$ cat src/rtl/led_step_ctrl.sv
// Step-rate controller for the 4-LED chaser: debounced speed/pause buttons,
// selectable step period and run/pause, producing a registered one-cycle step pulse.
module led_step_ctrl #(
    parameter int BASE_PERIOD     = 25000000,
    parameter int DEBOUNCE_CYCLES = 1000000,
    parameter int CNT_W           = 25,
    parameter int DB_W            = 20
) (
    input  logic       clk,
    input  logic       reset,
    input  logic       btn_speed,
    input  logic       btn_pause,
    output logic       step,
    output logic [1:0] speed_lvl,
    output logic       running
);

    localparam int BTN_SPEED = 0;
    localparam int BTN_PAUSE = 1;

    localparam logic [DB_W-1:0]  DB_LAST = DB_W'(DEBOUNCE_CYCLES - 1);
    localparam logic [CNT_W-1:0] LAST_0  = CNT_W'((BASE_PERIOD >> 0) - 1);
    localparam logic [CNT_W-1:0] LAST_1  = CNT_W'((BASE_PERIOD >> 1) - 1);
    localparam logic [CNT_W-1:0] LAST_2  = CNT_W'((BASE_PERIOD >> 2) - 1);
    localparam logic [CNT_W-1:0] LAST_3  = CNT_W'((BASE_PERIOD >> 3) - 1);

    logic [1:0]      sync1_q, sync2_q;
    logic [1:0]      stable_q, stable_d;
    logic [DB_W-1:0] db_cnt_q [2];
    logic [DB_W-1:0] db_cnt_d [2];
    logic [1:0]      press_s;

    logic [CNT_W-1:0] cnt_q, cnt_d;
    logic [CNT_W-1:0] last_s;
    logic [1:0]       lvl_q, lvl_d;
    logic             run_q, run_d;
    logic             step_q, step_d;

    // Debounce both synced buttons; a press is the cycle the stable level is accepted as 1.
    always_comb begin
        for (int i = 0; i < 2; i++) begin
            stable_d[i] = stable_q[i];
            db_cnt_d[i] = db_cnt_q[i];
            press_s[i]  = 1'b0;
            if (sync2_q[i] == stable_q[i]) begin
                db_cnt_d[i] = '0;
            end else if (db_cnt_q[i] == DB_LAST) begin
                stable_d[i] = sync2_q[i];
                db_cnt_d[i] = '0;
                press_s[i]  = sync2_q[i];
            end else begin
                db_cnt_d[i] = db_cnt_q[i] + DB_W'(1);
            end
        end
    end

    // Terminal count for the current speed level (period halves per level).
    always_comb begin
        case (lvl_q)
            2'd0:    last_s = LAST_0;
            2'd1:    last_s = LAST_1;
            2'd2:    last_s = LAST_2;
            2'd3:    last_s = LAST_3;
            default: last_s = LAST_0;
        endcase
    end

    // Period counter, speed level and run state; a pause event freezes the counter on its edge.
    always_comb begin
        cnt_d  = cnt_q;
        lvl_d  = lvl_q;
        run_d  = run_q;
        step_d = 1'b0;
        if (press_s[BTN_PAUSE]) begin
            run_d = ~run_q;
        end else begin
            run_d = run_q;
        end
        if (press_s[BTN_SPEED]) begin
            lvl_d = lvl_q + 2'd1;
            cnt_d = '0;
        end else if (press_s[BTN_PAUSE] || !run_q) begin
            cnt_d = cnt_q;
        end else if (cnt_q == last_s) begin
            cnt_d  = '0;
            step_d = 1'b1;
        end else begin
            cnt_d = cnt_q + CNT_W'(1);
        end
    end

    // State registers with asynchronous active-low reset.
    always_ff @(posedge clk or negedge reset) begin
        if (!reset) begin
            sync1_q     <= 2'b00;
            sync2_q     <= 2'b00;
            stable_q    <= 2'b00;
            db_cnt_q[0] <= '0;
            db_cnt_q[1] <= '0;
            cnt_q       <= '0;
            lvl_q       <= 2'd0;
            run_q       <= 1'b1;
            step_q      <= 1'b0;
        end else begin
            sync1_q     <= {btn_pause, btn_speed};
            sync2_q     <= sync1_q;
            stable_q    <= stable_d;
            db_cnt_q[0] <= db_cnt_d[0];
            db_cnt_q[1] <= db_cnt_d[1];
            cnt_q       <= cnt_d;
            lvl_q       <= lvl_d;
            run_q       <= run_d;
            step_q      <= step_d;
        end
    end

    assign step      = step_q;
    assign speed_lvl = lvl_q;
    assign running   = run_q;

endmodule
$ cat config.mk
export PLATFORM = sky130hd
export DESIGN_NAME = led_step_ctrl
export DESIGN_NICKNAME = d
export VERILOG_FILES = /design/src/rtl/led_step_ctrl.sv
export SDC_FILE = /design/constraint.sdc
export NUM_CORES = 1
export LEC_CHECK = 0
export CAP_MARGIN = 20
export CORE_ASPECT_RATIO = 0.75
export CORE_MARGIN = 5
export CORE_UTILIZATION = 60
export DETAILED_ROUTE_END_ITERATION = 10
export PLACE_DENSITY = 0.77
export SYNTH_ARGS = -nofsm -noshare
export SYNTH_HDL_FRONTEND = slang
export SYNTH_SLANG_ARGS = --single-unit
$ cat constraint.sdc
create_clock -name clk -period 7.4 [get_ports clk]
set_clock_uncertainty 0.15 [all_clocks]
set_input_delay 1.11 -clock clk [delete_from_list [all_inputs] [get_ports clk]]
set_output_delay 1.11 -clock clk [all_outputs]
set_load 0.03 [all_outputs]
==> results.md <==
* Outcome: finished clean
* First-iteration detailed-routing DRC count at 286
* GRT Total Usage at 0.214
* Total wire length at 7870 um
* Post-synth cell types at 46
* DRC violations left at 0
* Comb power frac at 0.024
* Final setup vio count at 0
* Die area at 8240 um2
* PortBufs at 7
* Drt pass-1 iters at 5
* CTS max path bufs at 2
* Die W at 103 um
* Setup Buffers After CTS at 0
* Hold Path Class: flop to flop
* Crit path largest cell delay at 0.89 ns
* GPL Wtd Cong at 0.843
* CTS root buf: clkbuf_8
* RSZ-0062 raised after global routing: false
* Internal at 611 uW
* Final Hold Fails at 0
* DIE HEIGHT at 79.9 um
* MaxCap Viol Count at 0
* Flops & latches, synth at 75
* Worst-path clk slew at 0.09 ns
* Wire per inst at 15.8 um
* Final TNS setup at 0 ns
* Congestion Overflow GR at 0
* Fin crit share at 0.417
* EDFF count, synth at 0
* Post-synth top flop: dfrtp_1
* WP data required at 7.53 ns
* Layout cells sized above 1 at 0.0767
* Mean Syn Cell Area at 9.64 um2
* Initial Util at 0.618
* Syn Nets at 418
* I/O pins at 8
* Sw Share at 0.226
* P_sw at 179 uW
* TritonCTS buffer count at 9
* Clk network pwr share at 0.449
* Clk Latency, worst-skew pair at 0.36 ns
* CP Launch Type: flop
* Leak at 0.00172 uW
* Slew Limit Headroom at 0.399
* Cell breakdown of the critical path: nor4b_1 -> nand2_1 -> or4_1 -> and2_1 -> or3_1 -> a21oi_1
* Flop2flop setup slack at 4.31 ns
* Via Count at 2951
* Initial antenna violation count at 0
* Largest net degree at the start of global routing at 76
* Vias in the first global route at 2871
* Crit-path max FO at 23
* Final slew viol count at 0
* Area growth from synthesis to layout at 8.69%
* Post-layout min period at 3.09 ns
* Achievable Freq at 324 MHz
* Post_cts resized at 0
* Core Area at 6320 um2
* WP data arrival at 3.22 ns
* PD cells at 186 nW/um2
* Synth warnings at 0
* Post-route ant nets at 0
* Share of power burned in registers at 0.528
* CP endpoint kind: flop
* CTS H-tree lvls at 3
* # hold bufs at CTS at 0
* Worst vdd ir at 109 uV
* Critical-path top delay cell: or4_1
* Global-route wire length before repair at 13600 um
* Total Power at 790 uW
* CP Class: flop to flop
* Async SR Flop Fraction at 1.00
* Standard-cell rows at 25
* CTS tree: yes
* Worst-Margin Slew at 0.901 ns
* Number of nets in the layout at 425
* Cells after Synth at 405
* Detailed Place HPWL at 5310 um
* Post-synthesis sequential area ratio at 0.481
* Mapped cell area at 3900 um2
* # diodes at 0
* Via density at 5.93
* CTS sink cnt at 75
## synth_stat cells (all sizes together) (3+ instances only)
master,number,area share
dfrtp,74,0.47
nor2,68,0.066
nand2,38,0.037
xnor2,29,0.065
nand3,27,0.035
xor2,25,0.056
nand4,17,0.027
inv,12,0.012
a211oi,10,0.019
ha,9,0.029
and3,8,0.013
clkbuf,7,0.0067
o21ai,7,0.012
buf,6,0.012
a21oi,5,0.0064
and4,5,0.011
o311ai,5,0.011
nor3,4,0.0051
nor3b,4,0.0077
nor4b,4,0.0090
o211ai,4,0.0077
o31ai,4,0.0077
or4,4,0.0087
nor4,3,0.0048
## power groups by stage
stage               clock (uW)  sequential (uW)  combinational, uW
floorplan                    0              424               8.19
global route               382              417               22.2
CTS                        364              417               19.5
detailed placement           0              425               19.4
finish                     354              417               18.6
global placement             0              424               19.1
## worst max-delay path, delay by kind of cell, from the launching register on
family	cells	cell delay (ns)
AND/OR/NAND/NOR	5	2.28
AO/OA/AOI/OAI	1	0.14
flip-flops	1	0.44
## area by class of cell
cell class              count  area (um2)
inverters                  12        45.0
clock inverters             7        98.8
repair buffers              9        82.6
clock buffers               9         124
multi-input cells         305        1910
well taps                  81         101
flip-flops and latches     75        1880
fillers                   480        2080
## through the flow
step	utilization	hold slack, ns	setup WS [ns]	instances	cell area [um2]
2_1_floorplan	-	0.181	4.42	405	3900
3_3_place_gp	0.636	0.186	4.44	482	4020
3_5_place_dp	0.636	0.189	4.34	482	4020
4_1_cts	0.671	0.208	4.32	498	4240
5_1_grt	0.671	0.223	4.12	498	4240
6_report	0.671	0.204	4.31	498	4240
## metal layers
layer | GRT usage | part of all wire | up-vias
li1 | - | - | 1428
met1 | 0.302 | 0.47 | 1411
met2 | 0.319 | 0.45 | 95
met3 | 0.0533 | 0.060 | 17
met4 | 0.0789 | 0.014 | 0
met5 | 0 | 0 | -
## cells in the final DEF (no fill, tap or decap), types with 6 or more instances in the layout
cell type / instances
dfrtp_1: 74
clkdlybuf4s50_1: 6
nand4_1: 17
xor2_1: 25
nand2_1: 38
inv_1: 12
nor2_1: 67
a211oi_1: 10
and3_1: 8
ha_1: 9
clkbuf_8: 9
xnor2_1: 29
nand3_1: 27
## state kept, by name (all words and copies together), names as in the netlist
| name | count |
|---|---|
| cnt_q | 25 |
| db_cnt_q | 40 |
| running | 1 |
| speed_lvl | 2 |
| stable_q | 2 |
| step | 1 |
| sync1_q | 2 |
| sync2_q | 2 |
## cells by family after synthesis
family / count (synthesis) / synth area share
compound gates: 44 / 0.0824
xor+xnor: 54 / 0.121
fa+ha+maj: 9 / 0.0288
buf+inv: 25 / 0.0308
flops: 75 / 0.481
mux: 2 / 0.00577
simple gates: 196 / 0.250
## path summary, 6_finish.rpt
kind                         startpoint            to  cells after the start
setup / recovery           db_cnt_q[32]     cnt_q[11]                      6
hold / removal               sync1_q[1]    sync2_q[1]                      0
setup reg to reg           db_cnt_q[32]     cnt_q[11]                      6
hold reg to reg              sync1_q[1]    sync2_q[1]                      0
max in group asynchronous         reset  speed_lvl[1]                      1
min in group asynchronous         reset   stable_q[1]                      1
Power figures use the tool's default switching activity.
